File: config.mk
export PLATFORM = sky130hd
export DESIGN_NAME = axil_rd_master
export DESIGN_NICKNAME = d
export VERILOG_FILES = /design/src/rtl/axil_pkg.sv /design/src/rtl/axil_rd_master_chk.sv /design/src/rtl/sync_fifo.sv /design/src/rtl/axil_rd_master.sv
export SDC_FILE = /design/constraint.sdc
export NUM_CORES = 1
export LEC_CHECK = 0
export CORE_MARGIN = 1.5
export CORE_UTILIZATION = 50
export CTS_BUF_LIST = sky130_fd_sc_hd__clkbuf_16
export DETAILED_ROUTE_END_ITERATION = 12
export DONT_BUFFER_PORTS = 1
export PLACE_DENSITY = 0.69
export SLEW_MARGIN = 25
export SYNTH_ARGS = -nofsm -noshare
export SYNTH_HDL_FRONTEND = slang
export SYNTH_SLANG_ARGS = --single-unit
File: constraint.sdc
create_clock -name clk -period 2.1 [get_ports clk]
set_input_delay 0.21 -clock clk [delete_from_list [all_inputs] [get_ports clk]]
set_output_delay 0.21 -clock clk [all_outputs]
set_load 0.01 [all_outputs]
File: src/rtl/axil_pkg.sv
// Shared definitions for the AXI4-Lite read initiator: response encodings,
// the response record layout at the default data width, and a small helper
// that classifies an R-channel response code.
package axil_pkg;

    localparam int AXIL_DATA_WIDTH = 32;

    localparam logic [1:0] RESP_OKAY   = 2'b00;
    localparam logic [1:0] RESP_SLVERR = 2'b10;
    localparam logic [1:0] RESP_DECERR = 2'b11;

    // Response record as seen by the core at the default data width.
    typedef struct packed {
        logic                       err;
        logic [AXIL_DATA_WIDTH-1:0] data;
    } axil_rsp_t;

    // True for the two error encodings; the upper bit alone tells them apart
    // from OKAY/EXOKAY, written out so both bits are visibly considered.
    function automatic logic resp_is_err(input logic [1:0] resp);
        return (resp == RESP_SLVERR) || (resp == RESP_DECERR);
    endfunction

endpackage

File: src/rtl/axil_rd_master_chk.sv
// Safety properties of the read initiator, kept apart from the datapath.
module axil_rd_master_chk #(
    parameter int MAX_OUTST = 4,
    parameter int CW        = 3
) (
    input logic          clk,
    input logic          rst,
    input logic          r_beat,
    input logic          fifo_full,
    input logic [CW-1:0] credit
);

    // Credits reserve a slot for every beat, so an R beat never meets a full FIFO.
    a_no_overflow: assert property (@(posedge clk) disable iff (rst) !(r_beat && fifo_full));

    // Outstanding count stays within the configured window.
    a_credit_bound: assert property (@(posedge clk) disable iff (rst) credit <= CW'(MAX_OUTST));

endmodule

File: src/rtl/sync_fifo.sv
// Show-ahead synchronous FIFO: the head entry is visible on rdata whenever
// the FIFO is not empty. Depth need not be a power of two.
module sync_fifo #(
    parameter int DEPTH = 4,
    parameter int WIDTH = 33
) (
    input  logic             clk,
    input  logic             rst,
    input  logic             push,
    input  logic [WIDTH-1:0] wdata,
    input  logic             pop,
    output logic [WIDTH-1:0] rdata,
    output logic             empty,
    output logic             full
);

    localparam int PW   = (DEPTH > 1) ? $clog2(DEPTH) : 1;
    localparam int CNTW = $clog2(DEPTH + 1);
    localparam logic [PW-1:0]   LAST_IDX = PW'(DEPTH - 1);
    localparam logic [CNTW-1:0] CNT_FULL = CNTW'(DEPTH);

    logic [WIDTH-1:0] mem_r [DEPTH];
    logic [PW-1:0]    wr_ptr_r;
    logic [PW-1:0]    rd_ptr_r;
    logic [CNTW-1:0]  count_r;
    logic             wr_en_s;
    logic             rd_en_s;

    function automatic logic [PW-1:0] ptr_next(input logic [PW-1:0] p);
        if (p == LAST_IDX) begin
            return {PW{1'b0}};
        end else begin
            return p + 1'b1;
        end
    endfunction

    assign empty   = (count_r == {CNTW{1'b0}});
    assign full    = (count_r == CNT_FULL);
    assign wr_en_s = push & ~full;
    assign rd_en_s = pop & ~empty;
    assign rdata   = mem_r[rd_ptr_r];

    // Storage write; contents need no reset because empty masks them.
    always_ff @(posedge clk) begin
        if (wr_en_s) begin
            mem_r[wr_ptr_r] <= wdata;
        end
    end

    // Pointer and occupancy tracking.
    always_ff @(posedge clk or posedge rst) begin
        if (rst) begin
            wr_ptr_r <= {PW{1'b0}};
            rd_ptr_r <= {PW{1'b0}};
            count_r  <= {CNTW{1'b0}};
        end else begin
            if (wr_en_s) begin
                wr_ptr_r <= ptr_next(wr_ptr_r);
            end
            if (rd_en_s) begin
                rd_ptr_r <= ptr_next(rd_ptr_r);
            end
            case ({wr_en_s, rd_en_s})
                2'b10:   count_r <= count_r + 1'b1;
                2'b01:   count_r <= count_r - 1'b1;
                default: count_r <= count_r;
            endcase
        end
    end

endmodule

File: src/rtl/axil_rd_master.sv
// AXI4-Lite read initiator. Core requests become AR transactions through a
// single-entry AR register; R beats land in an in-order response FIFO.
// A credit counter bounds reads in flight to the FIFO depth, which is why
// axi_rready can stay high.
// Optional build macro AXIL_RD_ALIGN_CHK_EN: misaligned requests are answered
// locally with an error response (no AR), after all older reads drain.
module axil_rd_master
    import axil_pkg::*;
#(
    parameter int ADDR_WIDTH = 32,
    parameter int DATA_WIDTH = 32,
    parameter int MAX_OUTST  = 4
) (
    input  logic                  clk,
    input  logic                  rst,
    input  logic                  req_valid,
    output logic                  req_ready,
    input  logic [ADDR_WIDTH-1:0] req_addr,
    output logic                  rsp_valid,
    input  logic                  rsp_ready,
    output logic [DATA_WIDTH-1:0] rsp_data,
    output logic                  rsp_err,
    output logic [ADDR_WIDTH-1:0] axi_araddr,
    output logic                  axi_arvalid,
    input  logic                  axi_arready,
    input  logic [DATA_WIDTH-1:0] axi_rdata,
    input  logic [1:0]            axi_rresp,
    input  logic                  axi_rvalid,
    output logic                  axi_rready
);

    localparam int CW = $clog2(MAX_OUTST + 1);
    localparam int EW = DATA_WIDTH + 1;
    localparam logic [CW-1:0] CREDIT_MAX = CW'(MAX_OUTST);

    logic [CW-1:0]         credit_r;
    logic                  ar_valid_r;
    logic [ADDR_WIDTH-1:0] ar_addr_r;
    logic                  err_push_r;
    logic                  misal_s;
    logic                  req_ready_s;
    logic                  accept_s;
    logic                  pop_s;
    logic                  r_beat_s;
    logic                  push_s;
    logic [EW-1:0]         push_data_s;
    logic [EW-1:0]         head_s;
    logic                  fifo_empty_s;
    logic                  fifo_full_s;
    logic                  rsp_valid_s;

`ifdef AXIL_RD_ALIGN_CHK_EN
    localparam int BYTE_LSB = $clog2(DATA_WIDTH / 8);
    localparam logic [ADDR_WIDTH-1:0] ALIGN_MASK = ADDR_WIDTH'((1 << BYTE_LSB) - 1);
    assign misal_s = ((req_addr & ALIGN_MASK) != {ADDR_WIDTH{1'b0}});
`else
    assign misal_s = 1'b0;
`endif

    // Request acceptance: a free credit and a free (or freeing) AR slot; a
    // misaligned request also waits for an idle pipe so its error stays in order.
    always_comb begin
        req_ready_s = 1'b0;
        if (credit_r < CREDIT_MAX) begin
            if (misal_s) begin
                req_ready_s = (credit_r == {CW{1'b0}}) && !ar_valid_r;
            end else begin
                req_ready_s = !ar_valid_r || axi_arready;
            end
        end else begin
            req_ready_s = 1'b0;
        end
    end

    assign req_ready   = req_ready_s;
    assign accept_s    = req_valid & req_ready_s;
    assign rsp_valid_s = ~fifo_empty_s;
    assign pop_s       = rsp_valid_s & rsp_ready;
    assign axi_rready  = ~rst;
    assign r_beat_s    = axi_rvalid & ~rst;

    // Outstanding-read credit: up on accept, down on pop, unchanged on both.
    always_ff @(posedge clk or posedge rst) begin
        if (rst) begin
            credit_r <= {CW{1'b0}};
        end else begin
            case ({accept_s, pop_s})
                2'b10:   credit_r <= credit_r + 1'b1;
                2'b01:   credit_r <= credit_r - 1'b1;
                default: credit_r <= credit_r;
            endcase
        end
    end

    // AR stage: loads on an issuing accept, holds until the handshake, and
    // reloads in the handshake cycle for back-to-back issue.
    always_ff @(posedge clk or posedge rst) begin
        if (rst) begin
            ar_valid_r <= 1'b0;
            ar_addr_r  <= {ADDR_WIDTH{1'b0}};
        end else if (accept_s && !misal_s) begin
            ar_valid_r <= 1'b1;
            ar_addr_r  <= req_addr;
        end else if (axi_arready) begin
            ar_valid_r <= 1'b0;
        end else begin
            ar_valid_r <= ar_valid_r;
        end
    end

    // Locally generated error entry, pushed the cycle after a misaligned accept.
    always_ff @(posedge clk or posedge rst) begin
        if (rst) begin
            err_push_r <= 1'b0;
        end else begin
            err_push_r <= accept_s & misal_s;
        end
    end

    // FIFO write selection: local error entry or an R beat, data zeroed on error.
    always_comb begin
        push_s      = 1'b0;
        push_data_s = {EW{1'b0}};
        if (err_push_r) begin
            push_s      = 1'b1;
            push_data_s = {1'b1, {DATA_WIDTH{1'b0}}};
        end else if (r_beat_s) begin
            push_s = 1'b1;
            if (resp_is_err(axi_rresp)) begin
                push_data_s = {1'b1, {DATA_WIDTH{1'b0}}};
            end else begin
                push_data_s = {1'b0, axi_rdata};
            end
        end else begin
            push_s      = 1'b0;
            push_data_s = {EW{1'b0}};
        end
    end

    sync_fifo #(
        .DEPTH (MAX_OUTST),
        .WIDTH (EW)
    ) u_rsp_fifo (
        .clk   (clk),
        .rst   (rst),
        .push  (push_s),
        .wdata (push_data_s),
        .pop   (pop_s),
        .rdata (head_s),
        .empty (fifo_empty_s),
        .full  (fifo_full_s)
    );

    axil_rd_master_chk #(
        .MAX_OUTST (MAX_OUTST),
        .CW        (CW)
    ) u_chk (
        .clk       (clk),
        .rst       (rst),
        .r_beat    (r_beat_s),
        .fifo_full (fifo_full_s),
        .credit    (credit_r)
    );

    assign axi_arvalid = ar_valid_r;
    assign axi_araddr  = ar_addr_r;
    assign rsp_valid   = rsp_valid_s;
    assign rsp_data    = rsp_valid_s ? head_s[DATA_WIDTH-1:0] : {DATA_WIDTH{1'b0}};
    assign rsp_err     = rsp_valid_s & head_s[DATA_WIDTH];

endmodule

=== After elaboration in Yosys (flattened, before gate mapping) ===
Memory sizes are Yosys's and may differ from the RTL's.
Cells that the tools add are included.

* Register bits after elaboration: 43
* Memory bits (writable): 132
* Bits of input ports: 72
* Output and inout port bits: 69
* Logic and storage cells: 52
* Memories: 1

{| class="wikitable"
|+ Memory list
! name !! words !! bits a word !! read ports !! clocked after Yosys merged registers in !! wr ports !! RTL line !! RTL
|-
| u_rsp_fifo.mem_r || 4 || 33 || 1 || 0 || 1 || sync_fifo.sv:22 || <nowiki>logic [WIDTH-1:0] mem_r [DEPTH];</nowiki>
|}

* $add $sub $neg: 6
* Order comparisons: 1
* Eq/ne operators: 9
* Mux-type cells: 13
* Bitwise operators: 9
* Reduce and logical (&&, ||, !) cells: 7

{| class="wikitable"
|+ Operators with widths
! operator !! number
|-
| $mux W33 || 2
|-
| $mux W32 || 1
|-
| $eq A2 B2 Y1 const B || 6
|-
| $pmux W3 S2 || 2
|-
| $add A3 B1 Y3 const B || 2
|-
| $and A1 B1 Y1 || 6
|-
| $mux W1 || 6
|-
| $reduce_bool A2 Y1 || 3
|-
| $sub A3 B1 Y3 const B || 2
|-
| $add A2 B1 Y2 const B || 2
|-
| $eq A2 B1 Y1 const B || 2
|-
| $mux W2 || 2
|-
| $eq A3 B3 Y1 const B || 1
|-
| $logic_not A3 Y1 || 1
|-
| $lt A3 B3 Y1 const B || 1
|-
| $not A1 Y1 || 3
|-
| $logic_or A1 B1 Y1 || 2
|-
| $logic_not A1 Y1 || 1
|}

=== Logic depth before layout (Yosys ltp) ===
Gate-level depths: netlist (run 1).

* Depth after elaboration: 6
* Depth in mapped cells: 9
* Mapped depth without buffers: 9

=== Hierarchy ===
A second synthesis (run 1) with hierarchy kept.

* Cell total of the unflattened synthesis: 379
* Area total of the unflattened synthesis: 7,312.0 um^2

{| class="wikitable"
|+ Modules (own cells, without submodules)
! module !! instances !! cells an instance !! area each (um^2) !! sequential area each (um^2)
|-
| sync_fifo || 1 || 214 || 5,267.6 || 4,139.0
|-
| axil_rd_master || 1 || 165 || 2,044.5 || 900.9
|}

=== Worst setup path after synthesis (run 1) ===
Ideal clock, no wire load.

* Kind: register to register
* From: register ar_valid_r, in the netlist axi_arvalid
* To: register credit_r[2]
* Library setup time: 0.126 ns
* Data arrival time: 2.055 ns
* Data required time: 1.974 ns
* Path slack: -0.081 ns
* Cell stages (with the launch flop): 10
* Clock period less this slack: 2.181 ns
* Cell sequence: dfrtp_1 > nor2b_1 > nor3b_4 > buf_4 > inv_1 > ha_1 > fa_1 > xnor2_1 > nor2_1 > xor2_1

* Longest elaborated chain between the ends: 6

{| class="wikitable"
|+ Ends and longest elaborated chain
! what !! RTL line !! RTL
|-
| start, declared || axil_rd_master.sv:37 || <nowiki>logic ar_valid_r;</nowiki>
|-
| start signal, assigned || axil_rd_master.sv:107 || <nowiki>ar_valid_r <= ar_valid_r;</nowiki>
|-
| $logic_not A1 Y1 (*) || axil_rd_master.sv:68 || <nowiki>req_ready_s = !ar_valid_r || axi_arready;</nowiki>
|-
| $logic_or A1 B1 Y1 (*) || axil_rd_master.sv:68 ||
|-
| $mux W1 (*) || axil_rd_master.sv:64 || <nowiki>if (credit_r < CREDIT_MAX) begin</nowiki>
|-
| $and A1 B1 Y1 (*) || axil_rd_master.sv:76 || <nowiki>assign accept_s = req_valid & req_ready_s;</nowiki>
|-
| $eq A2 B1 Y1 / $eq A2 B2 Y1 (equally long branches) || axil_rd_master.sv:87 || <nowiki>case ({accept_s, pop_s})</nowiki>
|-
| $pmux W3 S2 / $reduce_bool A2 Y1 (equally long branches) || -- ||
|-
| end signal, assigned || axil_rd_master.sv:88 || <nowiki>2'b10: credit_r <= credit_r + 1'b1;</nowiki>
|-
| end signal, assigned || axil_rd_master.sv:89 || <nowiki>2'b01: credit_r <= credit_r - 1'b1;</nowiki>
|-
| end signal, assigned || axil_rd_master.sv:90 || <nowiki>default: credit_r <= credit_r;</nowiki>
|-
| end, declared || axil_rd_master.sv:36 || <nowiki>logic [CW-1:0] credit_r;</nowiki>
|}

Mark *: on every way between the ends. The rest lies on a longest branch, timed or not.
A chain may end at the register's enable or synchronous reset.

=== Final worst setup path (run 1) ===
* From: register u_rsp_fifo.rd_ptr_r[0]
* To: output rsp_data[29]

* Longest elaborated chain between the ends: 2

{| class="wikitable"
|+ Ends and longest elaborated chain
! what !! RTL line !! RTL
|-
| start, declared || sync_fifo.sv:24 || <nowiki>logic [PW-1:0] rd_ptr_r;</nowiki>
|-
| start signal, assigned || sync_fifo.sv:54 || <nowiki>rd_ptr_r <= {PW{1'b0}};</nowiki>
|-
| start signal, assigned || sync_fifo.sv:61 || <nowiki>rd_ptr_r <= ptr_next(rd_ptr_r);</nowiki>
|-
| $mem_v2 Z4 W33 || -- ||
|-
| $mux W32 || axil_rd_master.sv:168 || <nowiki>assign rsp_data = rsp_valid_s ? head_s[DATA_WIDTH-1:0] : {DATA_WIDTH{1'b0}};</nowiki>
|-
| end, declared || axil_rd_master.sv:21 || <nowiki>output logic [DATA_WIDTH-1:0] rsp_data,</nowiki>
|}

Every way passes these cells.

==> results.txt, run 1 <==
----------------------------------------------------
[Die]
  DIE AREA ... 14800 um^2
  Vert. Die Dim ... 122 um
  IO Count ... 141
  Effective utilization at floorplan ... 51.0%
  Floorplan row count ... 43
  Core region area ... 13800 um^2
  Die W ... 122 um

[Setup path]
  Data arrival time of the critical path ... 1.82 ns
  Type of the worst setup path ... flop to primary output
  Startpoint type of the worst setup path ... flop
  Endpoint class of the critical path ... primary output
  Worst Path Max Fanout ... 18
  Required time of the worst setup path ... 1.89 ns

[Logic synthesis]
  Ys Warns ... 0
  Flop and latch count out of synthesis ... 175
  Netlist cell types ... 25
  Sequential share of the synthesized area ... 71.4%
  Average instance area after synthesis ... 19.1 um^2
  Area of the mapped netlist ... 7060 um^2
  Synthesized netlist net count ... 451
  Number of instances in the synthesized netlist ... 370

[GRT]
  Gr ovfl total ... 0
  Global-route usage over all layers ... 18.4%
  Busiest layer in global routing ... met2
  Grt met3 use ... 8.05%
  Wire length of the first global-routing pass ... 19700 um
  Initial antenna violation count ... 2
  Via count of the first global-routing pass ... 3735
  Maximum number of pins on one net before global-route repair ... 37
  Met1 track demand over resource ... 21.0%
  Global Route met2 Usage ... 31.0%

[Cells and area]
  Top library cells by usage in the layout, fill and taps aside ... sky130_fd_sc_hd__edfxtp_1, sky130_fd_sc_hd__and2_1, sky130_fd_sc_hd__dfrtp_1
  Synthesis-to-finish area growth ... 18.5%
  Fin util ... 60.5%
  Combined area of the multi-input logic cells ... 1940 um^2
  Net count reported at finish ... 503
  Non-Filler Instances ... 615
  Storage cell area ... 5040 um^2
  Most common cell after layout, fill and taps aside ... sky130_fd_sc_hd__edfxtp_1
  Share of layout cells above drive strength 1 ... 34.0%
  Layout fillers ... 1010
  Diodes inserted ... 0

[Route]
  1st-pass router iterations ... 6
  Number of DRC markers in iteration 0 ... 206
  Final WL ... 12700 um
  Number of DRC violations after detailed routing ... 0
  Number of routed nets with antenna violations ... 0
  Total via count after detailed routing ... 3355
  Detail-routed via count per cell ... 5.46
  Routed wire per std cell ... 20.7 um

[Clock network]
  Number of H-tree levels ... 4
  Latest clock arrival within the worst-skew pair ... 0.43 ns
  Clock Pin Slew Worst Setup and Hold Paths ... 0.06 ns
  Clock sink count ... 175
  Clock buffer count from CTS ... 17
  Clock root buffer ... sky130_fd_sc_hd__clkbuf_16
  Maximum number of buffers from clock root to sink ... 2
  TritonCTS clock tree ... done

[STA]
  Worst max-slew margin expressed relative to the limit ... 67.5%
  Timing-limited maximum frequency ... 492 MHz
  Final critical-path setup slack ... 0.0663 ns
  Transition time of the tightest slew-check pin ... 0.487 ns
  Post-route clock period utilization ... 96.8%
  Number of setup violations in the final report ... 0
  Time the final worst path needs with I/O delays and setup ... 2.03 ns
  Skew final ... 0.0158 ns
  Setup repair after global routing missed its margin ... true
  Final number of max-transition violations ... 0
  Tightest hold margin ... 0.0569 ns
  Hold Vio Cnt, Final ... 0

[Power and ir drop]
  Static leakage power ... 3.00 nW
  Max VDD drop ... 0.640 mV
  Power density over the cells ... 1360 nW/um^2

[Job]
  Number of max-cap violations ... 0

[Hold path]
  Path type of the worst min-delay path ... input port to flop

[Place]
  Number of input and output port buffers inserted ... 0
  Detail Placement HPWL ... 7500 um
  Number of cells after detailed placement ... 547
  Setup slack after placement ... 0.0656 ns
  RePlAce Congestion ... 0.723

[Run status]
  Run status ... finished clean

----------------------------------------------------
## sequential cells by signal, indices dropped and copies added, names as in the netlist
signal,flops
u_rsp_fifo.count_r,3
u_rsp_fifo.wr_ptr_r,2
u_rsp_fifo.rd_ptr_r,2
u_rsp_fifo.mem_r,132
credit_r,3
axi_arvalid,1
axi_araddr,32
## power breakdown
part | switching, mW | internal (mW) | leakage, nW
logic | 1.54 | 1.82 | 1.00
clock network | 1.32 | 1.65 | 0.270
registers | 0.597 | 4.44 | 1.72
## worst paths after layout
kind / startpoint / end / slack, ns / depth (start not counted)
hold reg to reg: u_rsp_fifo.count_r[2]$_DFFE_PP0P_ / u_rsp_fifo.count_r[2]$_DFFE_PP0P_ / 0.52 / 1
setup reg to reg: u_rsp_fifo.count_r[0]$_DFFE_PP0P_ / credit_r[2]$_DFFE_PP0P_ / 0.10 / 7
hold / removal: axi_rdata[24] / u_rsp_fifo.mem_r[3][24]$_DFFE_PP_ / 0.06 / 1
max in group asynchronous: rst / axi_araddr[5]$_DFFE_PP0P_ / 1.14 / 3
min in group asynchronous: rst / u_rsp_fifo.count_r[0]$_DFFE_PP0P_ / 0.27 / 2
setup / recovery: u_rsp_fifo.rd_ptr_r[0]$_DFFE_PP0P_ / rsp_data[29] / 0.07 / 3
## layer usage
metal  part of all wire, %  wire length, um
met1                    40             5030
met2                    50             6360
met3                   8.5             1080
met4                   1.8              230
met5                  0.20               26
## final cells by class
| type | instances | share of cell area (%) |
|---|---|---|
| inverter | 8 | 0.359 |
| multi-input combinational | 169 | 23.2 |
| timing repair buffer | 51 | 6.76 |
| clock inverter | 15 | 1.65 |
| clock buffer | 17 | 5.09 |
| sequential | 175 | 60.3 |
| tap | 180 | 2.69 |
## timing repair
item / CTS / global route
gates cloned: 0 / 1
pin swaps: 0 / 1
buffers inserted: 0 / 2
endpoints found under the hold margin: 51 / 0
resized for setup: 14 / 3
hold buffers: 33 / 0
endpoints found under the setup margin: 15 / 34
## per-stage QoR
stage | setup TNS [ns] | power, mW | instance area, um^2
finish | 0 | 11.4 | 8360
global placement | 0 | 8.10 | 7380
floorplan | 0 | 7.50 | 7070
CTS | -0.0210 | 11.4 | 8310
global route | -0.0195 | 12.0 | 8360
detailed placement | 0 | 8.17 | 7380
## synthesized netlist by cell type
library cell,number,share of area [%]
sky130_fd_sc_hd__dfrtp_1,43,15
sky130_fd_sc_hd__mux2_4,2,0.43
sky130_fd_sc_hd__xnor2_1,3,0.37
sky130_fd_sc_hd__nor2_1,6,0.32
sky130_fd_sc_hd__and2_4,1,0.12
sky130_fd_sc_hd__nand2b_1,1,0.089
sky130_fd_sc_hd__nor3b_4,1,0.27
sky130_fd_sc_hd__and2_1,69,6.1
sky130_fd_sc_hd__mux2i_1,1,0.14
sky130_fd_sc_hd__mux4_2,33,11
sky130_fd_sc_hd__nor2b_1,1,0.089
sky130_fd_sc_hd__edfxtp_1,132,56
sky130_fd_sc_hd__ha_1,7,1.2
sky130_fd_sc_hd__buf_6,3,0.48
sky130_fd_sc_hd__buf_2,5,0.35
sky130_fd_sc_hd__or3_1,1,0.089
sky130_fd_sc_hd__clkbuf_1,6,0.32
sky130_fd_sc_hd__mux2_2,35,5.6
sky130_fd_sc_hd__or2_2,1,0.089
sky130_fd_sc_hd__fa_1,2,0.57
sky130_fd_sc_hd__buf_4,4,0.43
sky130_fd_sc_hd__xor2_1,3,0.37
sky130_fd_sc_hd__a31oi_1,1,0.089
sky130_fd_sc_hd__inv_1,8,0.43
sky130_fd_sc_hd__and3_1,1,0.089
## worst max-delay path, stage by stage (launching register included)
cell	delay (ns)
sky130_fd_sc_hd__dfrtp_2	0.43
sky130_fd_sc_hd__buf_16	0.22
sky130_fd_sc_hd__mux4_2	0.51
sky130_fd_sc_hd__and2_1	0.24
## kinds of logic (layout without fill, tap and decap cells)
kind of cell / Yosys count / in the layout / synth area share, %
buffers and inverters: 26 / 91 / 2.00
xor gates and xnor gates: 6 / 6 / 0.745
AOI/OAI and AO/OA: 1 / 1 / 0.0887
and+or+nand+nor: 82 / 82 / 7.27
DFF: 175 / 175 / 71.4
adders and majority gates: 9 / 9 / 1.81
muxes: 71 / 71 / 16.7
Power figures use the tool's default switching activity.
==> inputs of run 2 (changes only) <==
Settings changed: CTS_CLUSTER_DIAMETER set to 100.
==> results of run 2 <==
Final layout, timing and power as in run 1 (identical DEF).
